`src/rtl/mem_arb_pkg.sv`:
```
// Shared types for the unified-memory arbiter: response owner, in-flight tag, latency bounds.
// Latency: n/a (types and a pure helper function only).
// Backpressure: n/a.
package mem_arb_pkg;

    // Who receives the read data when a tag reaches the pipe tail
    typedef enum logic {
        OWN_IF = 1'b0,
        OWN_D  = 1'b1
    } owner_e;

    // One in-flight access; valid = 0 marks a store, an idle cycle or a flushed fetch
    typedef struct packed {
        logic   valid;
        owner_e owner;
    } tag_t;

    localparam int MEM_LAT_MIN = 1;
    localparam int MEM_LAT_MAX = 4;

    // Starvation counter width; the count saturates at all-ones
    localparam int                  STARVE_W   = 4;
    localparam logic [STARVE_W-1:0] STARVE_SAT = '1;

    // Drop a fetch tag when a flush is active; data tags pass untouched
    function automatic tag_t tag_scrub(tag_t t, logic flush);
        tag_t r;
        r = t;
        if (flush && (t.owner == OWN_IF)) begin
            r.valid = 1'b0;
        end
        return r;
    endfunction

endpackage

```
`src/rtl/mem_arb_tag_pipe.sv`:
```
// Fixed-depth shift register of in-flight tags; flush invalidates every fetch-owned entry on the next edge.
// Latency: a tag pushed at edge k appears at o_tail exactly LAT cycles after its push cycle.
// Backpressure: none; shifts every cycle, one push per cycle (idle cycles push an invalid tag).
module mem_arb_tag_pipe
    import mem_arb_pkg::*;
#(
    parameter int LAT = 1
) (
    input  logic clk,
    input  logic rst,
    input  tag_t i_push,
    input  logic i_flush,
    output tag_t o_tail
);

    tag_t r_pipe [LAT];

    // Shift tags toward the tail, scrubbing fetch tags (including the incoming one) on flush
    always_ff @(posedge clk or posedge rst) begin
        if (rst) begin
            for (int k = 0; k < LAT; k++) begin
                r_pipe[k] <= '0;
            end
        end else begin
            r_pipe[0] <= tag_scrub(i_push, i_flush);
            for (int k = 1; k < LAT; k++) begin
                r_pipe[k] <= tag_scrub(r_pipe[k-1], i_flush);
            end
        end
    end

    assign o_tail = r_pipe[LAT-1];

endmodule

```
`src/rtl/mem_arbiter.sv`:
```
// Single-port memory arbiter for IF fetch and MEM load/store; data wins by default. Optional macro MEM_ARB_STARVE_GUARD_EN forces fetch through after STARVE_MAX data grants.
// Latency: grant/stall/m_* combinational in the request cycle; read data returns MEM_LAT cycles after the grant.
// Backpressure: the losing port sees gnt = 0 and its stall output high and must hold its request.
module mem_arbiter
    import mem_arb_pkg::*;
#(
    parameter int MEM_LAT    = 1,
    parameter int STARVE_MAX = 4
) (
    input  logic        clk,
    input  logic        reset,
    input  logic        if_req,
    input  logic [31:0] if_addr,
    input  logic        if_flush,
    output logic        if_gnt,
    output logic        if_rvalid,
    output logic [31:0] if_rdata,
    input  logic        d_req,
    input  logic        d_we,
    input  logic [31:0] d_addr,
    input  logic [31:0] d_wdata,
    output logic        d_gnt,
    output logic        d_rvalid,
    output logic [31:0] d_rdata,
    output logic        m_req,
    output logic        m_we,
    output logic [31:0] m_addr,
    output logic [31:0] m_wdata,
    input  logic [31:0] m_rdata,
    output logic        stall_if,
    output logic        stall_mem
);

    // Out-of-range latencies are clamped so the tag pipe always has a legal depth
    localparam int LAT = (MEM_LAT < MEM_LAT_MIN) ? MEM_LAT_MIN :
                         (MEM_LAT > MEM_LAT_MAX) ? MEM_LAT_MAX : MEM_LAT;

    logic w_force_if;
    logic w_if_win;
    logic w_d_win;
    logic w_store;
    tag_t w_push;
    tag_t w_tail;

    // Data belongs to the older instruction, so it wins unless the guard forces fetch through
    assign w_if_win = !reset && if_req && (!d_req || w_force_if);
    assign w_d_win  = !reset && d_req && !w_if_win;
    assign w_store  = w_d_win && d_we;

`ifdef MEM_ARB_STARVE_GUARD_EN
    localparam logic [STARVE_W-1:0] STARVE_LIM = STARVE_MAX[STARVE_W-1:0];

    logic [STARVE_W-1:0] r_starve;

    // Count data grants that leave a fetch waiting; clear when fetch is served or not requesting
    always_ff @(posedge clk or posedge reset) begin
        if (reset) begin
            r_starve <= '0;
        end else if (!if_req || w_if_win) begin
            r_starve <= '0;
        end else if (w_d_win && (r_starve != STARVE_SAT)) begin
            r_starve <= r_starve + 1'b1;
        end
    end

    assign w_force_if = (r_starve == STARVE_LIM);
`else
    // Strict data priority: fetch is never forced through and STARVE_MAX has no effect
    logic w_unused_starve;
    assign w_unused_starve = (STARVE_MAX != 0);
    assign w_force_if      = 1'b0;
`endif

    assign if_gnt    = w_if_win;
    assign d_gnt     = w_d_win;
    assign stall_if  = !reset && if_req && !w_if_win;
    assign stall_mem = !reset && d_req && !w_d_win;

    // Winner drives the memory port; an idle port is held at all-zero
    assign m_req   = w_if_win || w_d_win;
    assign m_we    = w_store;
    assign m_addr  = w_d_win ? d_addr : (w_if_win ? if_addr : 32'h0);
    assign m_wdata = w_store ? d_wdata : 32'h0;

    // Every cycle pushes a tag; only reads carry valid = 1
    assign w_push.valid = w_if_win || (w_d_win && !d_we);
    assign w_push.owner = w_d_win ? OWN_D : OWN_IF;

    mem_arb_tag_pipe #(
        .LAT (LAT)
    ) u_tag_pipe (
        .clk     (clk),
        .rst     (reset),
        .i_push  (w_push),
        .i_flush (if_flush),
        .o_tail  (w_tail)
    );

    // The tail tag steers m_rdata to exactly one owner; the other rdata stays 0
    assign if_rvalid = !reset && w_tail.valid && (w_tail.owner == OWN_IF);
    assign d_rvalid  = !reset && w_tail.valid && (w_tail.owner == OWN_D);
    assign if_rdata  = if_rvalid ? m_rdata : 32'h0;
    assign d_rdata   = d_rvalid  ? m_rdata : 32'h0;

endmodule

```
`config.mk`:
```
export PLATFORM = sky130hd
export DESIGN_NAME = mem_arbiter
export DESIGN_NICKNAME = d
export VERILOG_FILES = /design/src/rtl/mem_arb_pkg.sv /design/src/rtl/mem_arb_tag_pipe.sv /design/src/rtl/mem_arbiter.sv
export SDC_FILE = /design/constraint.sdc
export NUM_CORES = 1
export LEC_CHECK = 0
export CORE_AREA = 10 10 96 98
export DETAILED_ROUTE_END_ITERATION = 12
export DIE_AREA = 0 0 106 108
export PLACE_DENSITY_LB_ADDON = 0.3
export REMOVE_ABC_BUFFERS = 1
export SLEW_MARGIN = 15
export SYNTH_ARGS = -nofsm -noshare
export SYNTH_HDL_FRONTEND = slang
export SYNTH_SLANG_ARGS = --single-unit
```
`constraint.sdc`:
```
create_clock -name clk -period 2.05 [get_ports clk]
set_clock_uncertainty 0.15 [all_clocks]
set_input_delay 0.205 -clock clk [delete_from_list [all_inputs] [get_ports clk]]
set_output_delay 0.205 -clock clk [all_outputs]
set_load 0.03 [all_outputs]
```
==> implementation parameters, run 1 <==
Parameter                              Value

CTS
  Deepest level of the CTS H-tree    1
  Clock root buffer    sky130_fd_sc_hd__clkbuf_8
  Hold buffers post-CTS    0
  Maximum buffer depth of the clock tree    2
  Total of cells resized after clock tree synthesis    0
  # Post-CTS Setup Buffers    0
  Number of sinks handled by clock tree synthesis    2
  Clock tree from TritonCTS    done
  Clock slew seen by the registers of the worst setup and hold paths    0.03 ns
  Number of CTS-inserted buffers    3

Worst setup path
  Data arrival time of the worst path    1.59 ns
  Element type at the critical path end    primary output
  Critical path startpoint category    input pin
  Start-to-end type of the worst setup path    input pin to primary output
  CP required    1.69 ns
  Biggest fanout along the worst timing path    48

Yosys
  Yosys top cell area share    25.22%
  YS warnings    0
  Gate Count Post-Synth    208
  Top cell type by total area after synthesis    sky130_fd_sc_hd__a32o_1
  Number of library cell types mapped by synthesis    20
  Sequential area share after synthesis    3.941%
  Syn_area_per_cell    6.106 um2
  Top area cells in the synthesized netlist    sky130_fd_sc_hd__a32o_1 25%, sky130_fd_sc_hd__nor2_1 20%, sky130_fd_sc_hd__and3_1 16%, sky130_fd_sc_hd__nand2b_1 16%, sky130_fd_sc_hd__dfrtp_1 3.9%
  Post-synth design cell area    1270 um2
  Total of flip-flops plus latches after synthesis    2

Die
  Die extent in y    108 um
  Number of top-level design ports    270
  Area of the die    11450 um2
  Placeable core region    7447 um2
  X dimension of the die    106 um
  Site row count    32
  Initial core utilization    17.05%

Power
  Power density over cell area    253.5 nW/um2
  Maximum vdd drop    0.0001281 V
  Leakage Power    1.840 nW

Timing
  Max-slew violations    0
  Final Hold Violating Endpoints    0
  Timing-limited maximum frequency    514.1 MHz
  Period minus WS final    1.945 ns
  Setup TNS    0 ns
  Setup Viol. Count Final    0
  Setup repair after global routing missed its margin    false
  Final worst hold slack    0.1981 ns
  Share of the clock period used by the worst path    94.88%

Detailed routing
  DRC violations left    0
  Drt wl/cell    18.98 um
  DRC marker count from the first detailed-route iteration    93
  Detail-routed via count per cell    4.590
  Total iterations of the first detailed-routing run    4
  Post-detailed-route count of antenna-violating nets    0
  Vias    2589
  Total Wirelength    10710 um

GRT
  Global-route total usage across every layer    16.56%
  Number of antenna violations at the first check in global routing    0
  Global-route wire length before repair    15120 um
  Maximum number of pins on one net before global-route repair    49
  Overflow left after global routing    0
  Number of global-route vias before repair    2526

Placement
  Half-perimeter wire length after placement    9379 um
  Placed Cells incl. Taps    561
  Number of buffers inserted by port buffering    268
  Cell area reported after detailed placement    3805 um2
  Global placer's final weighted congestion    0.7578

Flow run
  Maxcap violations    0

Layout
  P&R area growth vs syn    202.9%
  NumNets Final    598
  Commonest cells after routing, fill and taps aside    134 x sky130_fd_sc_hd__clkdlybuf4s50_1, 134 x sky130_fd_sc_hd__buf_4, 66 x sky130_fd_sc_hd__nor2_1, 33 x sky130_fd_sc_hd__and3_1
  Max FFs per register    2
  Number of diodes    0
  Fraction of layout cells with a size suffix above 1    32.47%
  Cell Count, Final, Fillers Out    564
  Cell area after layout    3846 um2

Status
  Result of the run    finished clean

Hold path
  Worst min-delay path category    input pin to asynchronous set/reset pin
metrics by stage:
| step | power [mW] | setup slack [ns] | util, % |
|---|---|---|---|
| finish | 0.9752 | 0.1050 | 51.65 |
| global route | 1.029 | 0.01895 | 51.65 |
| global placement | 0.8168 | 0.1060 | 51.09 |
| detailed placement | 0.8234 | 0.09144 | 51.09 |
| CTS | 0.9872 | 0.08633 | 51.65 |
| floorplan | 0.3398 | -0.1664 | - |
worst paths after layout:
path / from / to / cells after the start
max in group asynchronous: reset / u_tag_pipe.o_tail[1] / 3
setup / recovery: reset / m_addr[26] / 5
min in group clk: if_flush / u_tag_pipe.o_tail[1] / 3
hold / removal: reset / u_tag_pipe.o_tail[0] / 3
worst max-delay path, cell delays in order:
cell and delay, ns:
sky130_fd_sc_hd__clkdlybuf4s50_1 0.52, sky130_fd_sc_hd__and2b_2 0.26, sky130_fd_sc_hd__buf_12 0.18, sky130_fd_sc_hd__a32o_1 0.26, sky130_fd_sc_hd__buf_12 0.14
cell type report:
cell class | count | area, um2
fill | 730 | 3601
timing repair buffer | 279 | 2567
clock buffer | 3 | 41.29
multi-input combinational | 176 | 1052
inverter | 2 | 7.507
tap | 102 | 127.6
sequential | 2 | 50.05
cells by family (layout without fill, tap and decap cells):
family,after synthesis,after routing,share of synthesized area [%]
AO/OA/AOI/OAI,33,33,25.91
buffers and inverters,30,284,13.50
flip-flops,2,2,3.941
other,1,1,0.2953
AND/OR/NAND/NOR,142,142,56.36
metal layers:
layer | vias up | track usage (%) | wire (um)
met1 | 1157 | 16.28 | 3665
met5 | - | 0 | 0
met4 | 0 | 1.741 | 40
li1 | 1243 | - | -
met2 | 185 | 30.39 | 5431
met3 | 4 | 9.875 | 1570
where the power goes:
| group | leakage, nW | total [mW] | internal (mW) | switching, mW |
|---|---|---|---|---|
| registers | 0.0261 | 0.0456 | 0.0420 | 0.00360 |
| logic | 1.79 | 0.773 | 0.420 | 0.353 |
| clock network | 0.0216 | 0.156 | 0.124 | 0.0321 |
| total | 1.84 | 0.975 | 0.586 | 0.389 |
cell usage after synthesis:
master,count
sky130_fd_sc_hd__clkbuf_2,1
sky130_fd_sc_hd__nor2_1,66
sky130_fd_sc_hd__dfrtp_1,2
sky130_fd_sc_hd__a22o_1,1
sky130_fd_sc_hd__buf_6,4
sky130_fd_sc_hd__a32o_1,32
sky130_fd_sc_hd__clkbuf_1,11
sky130_fd_sc_hd__nand2_1,3
sky130_fd_sc_hd__nor3b_1,1
sky130_fd_sc_hd__inv_1,2
sky130_fd_sc_hd__nor2b_1,1
sky130_fd_sc_hd__buf_4,4
sky130_fd_sc_hd__nand2b_1,32
sky130_fd_sc_hd__buf_2,7
sky130_fd_sc_hd__nor3_1,2
sky130_fd_sc_hd__and2b_1,1
sky130_fd_sc_hd__conb_1,1
sky130_fd_sc_hd__and2_1,3
sky130_fd_sc_hd__and3_1,33
sky130_fd_sc_hd__clkbuf_4,1
Note: power is estimated with default switching activity, not from simulation.
==> run 2, diff against run 1 <==
--- a/config.mk
+++ b/config.mk
@@ -5,6 +5,7 @@
 export SDC_FILE = /design/constraint.sdc
 export NUM_CORES = 1
 export LEC_CHECK = 0
+export CAP_MARGIN = 25
 export CORE_AREA = 10 10 96 98
 export DETAILED_ROUTE_END_ITERATION = 12
 export DIE_AREA = 0 0 106 108
==> constraint.sdc (replaced) <==
create_clock -name clk -period 2.5 [get_ports clk]
set_clock_uncertainty 0.15 [all_clocks]
set_input_delay 0.25 -clock clk [delete_from_list [all_inputs] [get_ports clk]]
set_output_delay 0.25 -clock clk [all_outputs]
set_load 0.03 [all_outputs]
==> run 2 against run 1 <==
Cell count is 0.71% lower. Hold slack improved by 0.016 ns. Sequential share of layout area about the same. Combinational power decreased by 18%. Final area fell by 0.46%.
==> implementation parameters, run 2 (synthesis results as in run 1) <==
Parameter                              Value

Worst setup path
  Data arrival time of the worst path    1.82 ns
  CP required    2.10 ns
  Critical path startpoint category    input pin
  Element type at the critical path end    primary output
  Start-to-end type of the worst setup path    input pin to primary output
  Biggest fanout along the worst timing path    52

Power
  Power density over cell area    207.8 nW/um2
  Combinational Power Share    79.9%
  Maximum vdd drop    0.0001029 V
  Net switching share of the total power    39.84%
  Leakage Power    1.825 nW
  Total design power    0.7955 mW
  Switching power    0.3169 mW
  Proportion of power drawn by flip-flops and latches    4.6%
  Internal power contribution    0.4786 mW
  Clock share of power    15.5%

Timing
  Setup repair after global routing missed its margin    false
  Setup Viol. Count Final    0
  Period minus WS final    2.223 ns
  Max-slew violations    0
  Setup TNS    0 ns
  Timing-limited maximum frequency    449.9 MHz
  Final Hold Violating Endpoints    0
  Share of the clock period used by the worst path    88.91%
  Final worst hold slack    0.2138 ns

CTS
  Total of cells resized after clock tree synthesis    0
  Hold buffers post-CTS    0
  Clock tree from TritonCTS    done
  Number of CTS-inserted buffers    3
  Deepest level of the CTS H-tree    1
  Maximum buffer depth of the clock tree    2
  Clock slew seen by the registers of the worst setup and hold paths    0.03 ns
  Number of sinks handled by clock tree synthesis    2
  # Post-CTS Setup Buffers    0
  Clock root buffer    sky130_fd_sc_hd__clkbuf_8

Die
  Area of the die    11450 um2
  Initial core utilization    17.05%
  Die extent in y    108 um
  Site row count    32
  Placeable core region    7447 um2
  X dimension of the die    106 um
  Number of top-level design ports    270

Layout
  Commonest cells after routing, fill and taps aside    134 x sky130_fd_sc_hd__clkdlybuf4s50_1, 129 x sky130_fd_sc_hd__buf_4, 66 x sky130_fd_sc_hd__nor2_1, 33 x sky130_fd_sc_hd__and3_1
  Fraction of layout cells with a size suffix above 1    31.88%
  Most frequent standard cell in the layout excluding fill and tap cells    sky130_fd_sc_hd__clkdlybuf4s50_1
  NumNets Final    594
  P&R area growth vs syn    201.5%
  Number of diodes    0
  Max FFs per register    2

Detailed routing
  Vias    2560
  Drt wl/cell    19.76 um
  Total Wirelength    11060 um
  Detail-routed via count per cell    4.571
  Total iterations of the first detailed-routing run    4
  DRC violations left    0
  DRC marker count from the first detailed-route iteration    76
  Post-detailed-route count of antenna-violating nets    0

GRT
  Number of antenna violations at the first check in global routing    0
  Overflow left after global routing    0
  Global-route wire length before repair    15250 um
  Maximum number of pins on one net before global-route repair    53
  Number of global-route vias before repair    2507
  Global-route total usage across every layer    16.75%

Flow run
  Maxcap violations    0

Hold path
  Worst min-delay path category    input pin to asynchronous set/reset pin

Placement
  Number of buffers inserted by port buffering    268
  Global placer's final weighted congestion    0.7560
  Half-perimeter wire length after placement    9819 um

Status
  Result of the run    finished clean
==> run 2: cell type report <==
type / instances / area (um2)
Timing Repair Buffer: 275 / 2550
Clock buffer: 3 / 41.29
Multi-Input combinational cell: 176 / 1052
Tap cell: 102 / 127.6
Sequential cell: 2 / 50.05
Fill cell: 733 / 3618
Inverter: 2 / 7.507
==> run 2: worst max path at each step <==
stage	from	endpoint	slack [ns]	cells after the start
final	reset	m_wdata[15]	0.28	5
after global routing	reset	m_wdata[0]	0.22	5
after CTS	reset	m_wdata[15]	0.29	5
after detailed placement	reset	m_addr[18]	0.30	5
after global placement	reset	m_addr[28]	0.33	5
after floorplan	if_req	m_addr[0]	0.19	2
==> run 2: metal layers <==
layer	wire, um	vias to the layer above	GRT usage (%)
met4	24	0	1.451
met2	5898	169	32.73
met5	0	-	0
li1	-	1232	-
met1	3642	1157	15.31
met3	1498	2	9.518
==> run 2: worst max-delay path: stages <==
cell,delay [ns]
sky130_fd_sc_hd__clkdlybuf4s50_1,0.51
sky130_fd_sc_hd__and2b_2,0.42
sky130_fd_sc_hd__buf_12,0.27
sky130_fd_sc_hd__and3_1,0.20
sky130_fd_sc_hd__buf_4,0.16
==> run 2: power by group through the flow <==
stage	combinational [mW]	sequential, mW	clock [mW]
finish	0.636	0.0369	0.123
global route	0.666	0.0376	0.133
CTS	0.641	0.0369	0.128
detailed placement	0.639	0.0372	0
global placement	0.633	0.0371	0
floorplan	0.242	0.0367	0
==> run 2: metrics by stage <==
step           area [um2]  instances  setup WS (ns)  utilization [%]
2_1_floorplan        1106        180         0.1936                -
3_3_place_gp         3787        557         0.3301            50.86
3_5_place_dp         3787        557         0.2987            50.86
4_1_cts              3829        560         0.2942            51.41
5_1_grt              3829        560         0.2163            51.41
6_report             3829        560         0.2773            51.41
